===== src/rtl/pdm_pkg.sv =====
// +--------------------------------------------------------------------------+
// | pdm_pkg : shared constants, sample type and helpers for PDM audio blocks |
// | Rev 1.0                                                                  |
// +--------------------------------------------------------------------------+
`default_nettype none

package pdm_pkg;

    localparam int CIC_ORDER      = 3;
    localparam int WARMUP_SAMPLES = 3;

    typedef logic signed [15:0] sample_t;

    function automatic int cic_width(input int dec);
        return CIC_ORDER * $clog2(dec) + 1;
    endfunction

    function automatic sample_t sat16(input logic signed [31:0] v);
        if (v > 32'sd32767)
            return 16'sh7FFF;
        else if (v < -32'sd32768)
            return 16'sh8000;
        else
            return v[15:0];
    endfunction

endpackage

`default_nettype wire


===== src/rtl/cic_decim.sv =====
// +--------------------------------------------------------------------------+
// | cic_decim : 3rd-order CIC decimator for one 1-bit PDM stream, with       |
// | offset removal, scaling and saturation. Optional DC blocker: HPF_EN.     |
// | Rev 1.0                                                                  |
// +--------------------------------------------------------------------------+
`default_nettype none

module cic_decim
    import pdm_pkg::*;
#(
    parameter int DEC_RATIO = 64
) (
    input  logic    clk,
    input  logic    rst_n,
    input  logic    i_bit,
    input  logic    i_bit_en,
    input  logic    i_dec_stb,
    output sample_t o_sample,
    output logic    o_valid
);

    localparam int W = cic_width(DEC_RATIO);
    // Mid-scale (density 0.5) sits at 2^(W-2); full scale maps to +/-2^15.
    localparam logic signed [31:0] c_OFFSET = 32'sd1 <<< (W - 2);

    logic [W-1:0]       r_int1, r_int2, r_int3;
    logic [W-1:0]       r_d1, r_d2, r_d3;
    logic [W-1:0]       r_c1, r_c2, r_c3;
    logic [2:0]         r_stg;
    logic signed [31:0] w_off, w_scl;
    sample_t            w_x;

    always_ff @(posedge clk or negedge rst_n) begin
        if (!rst_n) begin
            r_int1 <= '0; r_int2 <= '0; r_int3 <= '0;
            r_d1   <= '0; r_d2   <= '0; r_d3   <= '0;
            r_c1   <= '0; r_c2   <= '0; r_c3   <= '0;
            r_stg  <= '0;
        end else begin
            if (i_bit_en) begin
                r_int1 <= r_int1 + {{(W-1){1'b0}}, i_bit};
                r_int2 <= r_int2 + r_int1;
                r_int3 <= r_int3 + r_int2;
            end
            r_stg <= {r_stg[1:0], i_dec_stb};
            // One comb stage per clk after the decimation strobe.
            if (i_dec_stb) begin
                r_c1 <= r_int3 - r_d1;
                r_d1 <= r_int3;
            end
            if (r_stg[0]) begin
                r_c2 <= r_c1 - r_d2;
                r_d2 <= r_c1;
            end
            if (r_stg[1]) begin
                r_c3 <= r_c2 - r_d3;
                r_d3 <= r_c2;
            end
        end
    end

    assign w_off = $signed(32'(r_c3)) - c_OFFSET;

    generate
        if (W >= 17) begin : g_shr
            assign w_scl = w_off >>> (W - 17);
        end else begin : g_shl
            assign w_scl = w_off <<< (17 - W);
        end
    endgenerate

    assign w_x = sat16(w_scl);

`ifdef HPF_EN
    logic signed [31:0] w_hpf;
    logic signed [17:0] w_y18;
    logic signed [17:0] r_y_prev;
    sample_t            r_x_prev;
    sample_t            r_out;
    logic               r_vld;

    assign w_hpf = 32'(w_x) - 32'(r_x_prev) + 32'(r_y_prev) - 32'(r_y_prev >>> 8);
    assign w_y18 = (w_hpf > 32'sd131071)  ? 18'sh1FFFF :
                   (w_hpf < -32'sd131072) ? 18'sh20000 : w_hpf[17:0];

    always_ff @(posedge clk or negedge rst_n) begin
        if (!rst_n) begin
            r_x_prev <= '0;
            r_y_prev <= '0;
            r_out    <= '0;
            r_vld    <= 1'b0;
        end else begin
            r_vld <= r_stg[2];
            if (r_stg[2]) begin
                r_x_prev <= w_x;
                r_y_prev <= w_y18;
                r_out    <= sat16(w_hpf);
            end
        end
    end

    assign o_sample = r_out;
    assign o_valid  = r_vld;
`else
    assign o_sample = w_x;
    assign o_valid  = r_stg[2];
`endif

endmodule

`default_nettype wire


===== src/rtl/pdm_mic_rcv.sv =====
// +--------------------------------------------------------------------------+
// | pdm_mic_rcv : stereo PDM microphone receiver (clock gen, capture, CIC,   |
// | warm-up gating). Optional DC blocker via macro HPF_EN.  Rev 1.0          |
// +--------------------------------------------------------------------------+
`default_nettype none

module pdm_mic_rcv
    import pdm_pkg::*;
#(
    parameter int CLK_DIV   = 16,
    parameter int DEC_RATIO = 64
) (
    input  logic    clk,
    input  logic    rst_n,
    output logic    mic_clk,
    input  logic    mic_data,
    output sample_t lft_chnnl,
    output sample_t rght_chnnl,
    output logic    vld
);

    localparam int CW = $clog2(CLK_DIV);
    localparam int PW = $clog2(DEC_RATIO);
    localparam logic [CW-1:0] c_HALF    = CW'(CLK_DIV / 2);
    localparam logic [CW-1:0] c_HALF_M1 = CW'(CLK_DIV / 2 - 1);
    localparam logic [CW-1:0] c_LAST    = CW'(CLK_DIV - 1);
    localparam logic [1:0]    c_WARM    = 2'(WARMUP_SAMPLES);

    logic [CW-1:0] r_cnt, w_cnt_nxt;
    logic [PW-1:0] r_per;
    logic [1:0]    r_sync;
    logic [1:0]    r_warm;
    logic          r_dec_stb;
    logic          w_cap_l, w_cap_r;
    sample_t       w_l_smp, w_r_smp;
    logic          w_l_vld, w_r_vld;

    assign w_cnt_nxt = (r_cnt == c_LAST) ? '0 : r_cnt + 1'b1;
    // Synchronizer output at these counts reflects the pin two clocks earlier,
    // still well inside the phase driven by the respective microphone.
    assign w_cap_r = (r_cnt == c_HALF_M1);
    assign w_cap_l = (r_cnt == c_LAST);

    always_ff @(posedge clk or negedge rst_n) begin
        if (!rst_n) begin
            r_cnt      <= '0;
            mic_clk    <= 1'b0;
            r_sync     <= '0;
            r_per      <= '0;
            r_dec_stb  <= 1'b0;
            r_warm     <= '0;
            lft_chnnl  <= '0;
            rght_chnnl <= '0;
            vld        <= 1'b0;
        end else begin
            r_cnt     <= w_cnt_nxt;
            mic_clk   <= (w_cnt_nxt >= c_HALF);
            r_sync    <= {r_sync[0], mic_data};
            r_dec_stb <= w_cap_l && (r_per == '1);
            if (w_cap_l)
                r_per <= r_per + 1'b1;
            vld <= 1'b0;
            if (w_l_vld && w_r_vld) begin
                if (r_warm == c_WARM) begin
                    lft_chnnl  <= w_l_smp;
                    rght_chnnl <= w_r_smp;
                    vld        <= 1'b1;
                end else begin
                    r_warm <= r_warm + 1'b1;
                end
            end
        end
    end

    cic_decim #(.DEC_RATIO(DEC_RATIO)) u_cic_l (
        .clk       (clk),
        .rst_n     (rst_n),
        .i_bit     (r_sync[1]),
        .i_bit_en  (w_cap_l),
        .i_dec_stb (r_dec_stb),
        .o_sample  (w_l_smp),
        .o_valid   (w_l_vld)
    );

    cic_decim #(.DEC_RATIO(DEC_RATIO)) u_cic_r (
        .clk       (clk),
        .rst_n     (rst_n),
        .i_bit     (r_sync[1]),
        .i_bit_en  (w_cap_r),
        .i_dec_stb (r_dec_stb),
        .o_sample  (w_r_smp),
        .o_valid   (w_r_vld)
    );

endmodule

`default_nettype wire


===== config.mk =====
export PLATFORM = sky130hd
export DESIGN_NAME = pdm_mic_rcv
export DESIGN_NICKNAME = d
export VERILOG_FILES = /design/src/rtl/pdm_pkg.sv /design/src/rtl/cic_decim.sv /design/src/rtl/pdm_mic_rcv.sv
export SDC_FILE = /design/constraint.sdc
export NUM_CORES = 1
export LEC_CHECK = 0
export BUFFER_PORTS_ARGS = -buffer_cell sky130_fd_sc_hd__buf_2
export CORE_MARGIN = 3
export CORE_UTILIZATION = 60
export DETAILED_ROUTE_END_ITERATION = 7
export GPL_ROUTABILITY_DRIVEN = 0
export GPL_TIMING_DRIVEN = 1
export PLACE_DENSITY = 0.78
export SLEW_MARGIN = 0
export SYNTH_ARGS = -nofsm -noshare
export SYNTH_HDL_FRONTEND = slang
export SYNTH_SLANG_ARGS = --single-unit

===== constraint.sdc =====
create_clock -name clk -period 7.2 [get_ports clk]
set_input_delay 0.72 -clock clk [delete_from_list [all_inputs] [get_ports clk]]
set_output_delay 0.72 -clock clk [all_outputs]
set_load 0.005 [all_outputs]

==> results.toml <==
[status]
status = "finished clean"

[placed_design]
dp_hpwl_mm = 31.25
post_dp_cell_area_mm2 = 0.02370
port-buffer-count = 36

[global_routing]
grt_usage_pct = 21.77
grt-ovfl-total = 0
grt_pass1_wl_mm = 77.55
grt_pass1_vias = 17210
grt_max_degree = 180
antenna_found_initial = 0

[critical_path]
max_stage_delay_ns = 0.49
path_class = "reg2reg"
path_delay_family = "compound AO/OA/AOI/OAI gates"
crit_chain = "ha_1 > fa_1 > a211oi_1 > o21bai_1 > a211oi_1 > o21ai_0 > a21oi_1 > mux2i_1 > nand3_1"
arrival_ns = 3.33
slowest_stage = "a211oi_1"
crit_fanout = 3
regToRegEndpoint = "u_cic_l.r_int2[14]$_DFFE_PN0P_"
crit_cells = 9
startpoint_type = "register"
crit_path_end = "u_cic_l.r_int2[14]$_DFFE_PN0P_"
r2r_cells = 9
worst_setup_path_end_kind = "register"
cp-startpoint = "u_cic_l.r_int2[0]$_DFFE_PN0P_"
crit_required_ns = 7.60
r2r_setup_slack_ns = 4.27
cp_num_buf_inv = 0
reg2reg_from = "u_cic_l.r_int2[0]$_DFFE_PN0P_"
cp_common_cell = "a211oi_1"

[clock_network]
clock_path_buffers = 3
cts_setup_buffers = 0
htree_levels = 2
hold_buffers = 0
cts_tree = "yes"
cts_resized = 0
cts.sinks = 389
cts-buffers-inserted = 41
clk_latency_ns = 0.54
cts_root_buf = "clkbuf_16"
path_clk_slew_ns = 0.06

[finish]
final_area_mm2 = 0.02514
syn2layout_area_growth_pct = 8.988
layout_common_cells = "dfrtp_1, nand2_1, o21ai_0"
layout-drive-gt1-share_pct = 8.350
n_antenna_cell = 0
final_common_cell = "dfrtp_1"
nets = 2659

[floorplan]
core_mm2 = 0.03776
die_area_mm2 = 0.04083
die_w_um = 202.1
fp.dieH_um = 202.1
num_rows = 71
ioPinCount = 37
initial_core_util_pct = 61.10

[detailed_routing]
via_count = 17330
wl_mm = 44.06
wl_per_cell_um = 14.68
routed_via_density = 5.774
dr.pass1.iters = 5
drc_errors = 0
drtIter0Drc = 1000
antenna_left = 0

[synthesis]
synth-edff-count = 0
ys_ff_latch = 389
yosys_warnings = 0
async_flop_share_pct = 100.0
syn_nets = 2651
postSynthCellCount = 2451
synth_cell_types = 76
yosysSeqAreaShare_pct = 42.20
synth.avg_cell_area_um2 = 9.411
netlist_area_mm2 = 0.02307
synth_top_flop_cell = "dfrtp_1"

[power]
vdd_ir_drop_max_v = 0.0001283
p_per_area_mw_per_mm2 = 179.1
p_leak_nw = 11.98
p_total_mw = 4.502

[sta]
skew_ns = 0.02607
rsz0062_at_grt = "false"
fin_crit_sh_pct = 40.63
fin_tns_setup_ns = 0
min_period_ns = 2.925
slew_headroom_pct = 26.23
holdWs_ns = 0.1705
max_freq_ghz = 0.3419
max_slew.worst_pin.slew_ns = 1.099
setup_viol = 0
final_hold_viol_count = 0
slew_violations = 0

[run]
drv_cap = 0

[hold_path]
hp-class = "in2async"
## area by class of cell
type / instances / area (um2)
well taps: 511 / 639.4
clock buffers: 54 / 1187
inverters: 173 / 649.4
clock inverters: 21 / 255.2
flip-flops and latches: 389 / 9743
repair buffers: 47 / 285.3
fillers: 2917 / 12610
multi-input cells: 1807 / 12380
## power breakdown
part	switching, mW	total, mW	internal, mW	leakage [nW]
clock	0.867	2.21	1.35	0.693
combinational	0.0628	0.0857	0.0228	5.89
sequential	0.00951	2.20	2.19	5.39
total	0.940	4.50	3.56	12.0
## cell usage after synthesis (all sizes together) (6+ instances only)
library cell / instances / area share [%]
a211o: 10 / 0.38
a211oi: 30 / 0.98
a21boi: 7 / 0.23
a21o: 56 / 1.8
a21oi: 149 / 3.2
a31oi: 10 / 0.27
and2: 7 / 0.19
and3: 25 / 0.68
buf: 13 / 0.21
clkbuf: 69 / 1.1
dfrtp: 389 / 42
fa: 8 / 0.69
ha: 189 / 10
inv: 172 / 2.8
mux2: 67 / 3.3
mux2i: 15 / 0.65
nand2: 312 / 5.1
nand2b: 29 / 0.79
nand3: 63 / 1.4
nand3b: 7 / 0.23
nand4: 23 / 0.62
nor2: 97 / 1.6
nor2b: 12 / 0.33
nor3: 28 / 0.61
nor3b: 10 / 0.33
nor4: 8 / 0.22
o2111ai: 7 / 0.27
o211ai: 21 / 0.68
o21a: 30 / 0.98
o21ai: 258 / 5.6
o21bai: 18 / 0.59
o22a: 29 / 1.1
o22ai: 7 / 0.19
o311ai: 6 / 0.23
o31ai: 32 / 1.1
or3: 11 / 0.30
xnor2: 110 / 4.2
xor2: 57 / 2.2
## worst min path at each step
stage	cells past startpoint	slack [ns]	from	endpoint
after floorplan	0	0.33	r_sync[0]$_DFF_PN0_	r_sync[1]$_DFF_PN0_
after global placement	0	0.34	r_sync[0]$_DFF_PN0_	r_sync[1]$_DFF_PN0_
after detailed placement	0	0.33	r_sync[0]$_DFF_PN0_	r_sync[1]$_DFF_PN0_
after CTS	1	0.17	rst_n	lft_chnnl[1]$_DFFE_PN0P_
after global routing	1	0.22	rst_n	lft_chnnl[1]$_DFFE_PN0P_
final	1	0.17	rst_n	lft_chnnl[1]$_DFFE_PN0P_
## registers in the layout, summed over array words and instances, names as in the netlist, 3 cells and up
name / cells
u_cic_l.r_d2: 19
u_cic_l.r_c2: 19
u_cic_l.r_d1: 19
u_cic_r.r_int2: 19
u_cic_r.r_c2: 19
u_cic_l.r_int2: 19
u_cic_l.r_c3: 17
u_cic_l.r_d3: 19
r_per: 6
rght_chnnl: 16
r_cnt: 3
u_cic_r.r_c3: 17
u_cic_r.r_d2: 19
u_cic_r.r_int1: 19
u_cic_r.r_c1: 19
u_cic_l.r_int1: 19
u_cic_r.r_d3: 19
lft_chnnl: 16
u_cic_r.r_int3: 19
u_cic_r.r_d1: 19
u_cic_l.r_c1: 19
u_cic_l.r_int3: 19
## cells by family after synthesis
kind of cell,Yosys count,synth area share [%]
AOI/OAI and AO/OA,709,19.44
and+or+nand+nor,652,13.00
DFF,389,42.20
buffers and inverters,255,4.149
adders and majority gates,197,10.95
xor gates and xnor gates,167,6.341
muxes,82,3.922
## per-layer routing
metal	up-vias	track usage (%)	wire length (um)
met3	94	2.899	1542
met2	320	38.12	21370
met1	8194	28.25	20030
met4	0	6.878	1119
li1	8726	-	-
met5	-	0	0
## worst register-to-register path, stage by stage (launching register included)
cell	delay (ns)
dfrtp_1	0.41
ha_1	0.24
fa_1	0.43
a211oi_1	0.30
o21bai_1	0.17
a211oi_1	0.49
o21ai_0	0.25
a21oi_1	0.22
mux2i_1	0.22
nand3_1	0.09
## through the flow
step           cells  util, %  worst slack (ns)
4_1_cts         3002    66.59             4.286
5_1_grt         3002    66.59             4.031
3_3_place_gp    2927    62.77             4.365
2_1_floorplan   2451        -             4.655
6_report        3002    66.59             4.275
3_5_place_dp    2927    62.77             4.290
(Power assumes the default switching activity.)
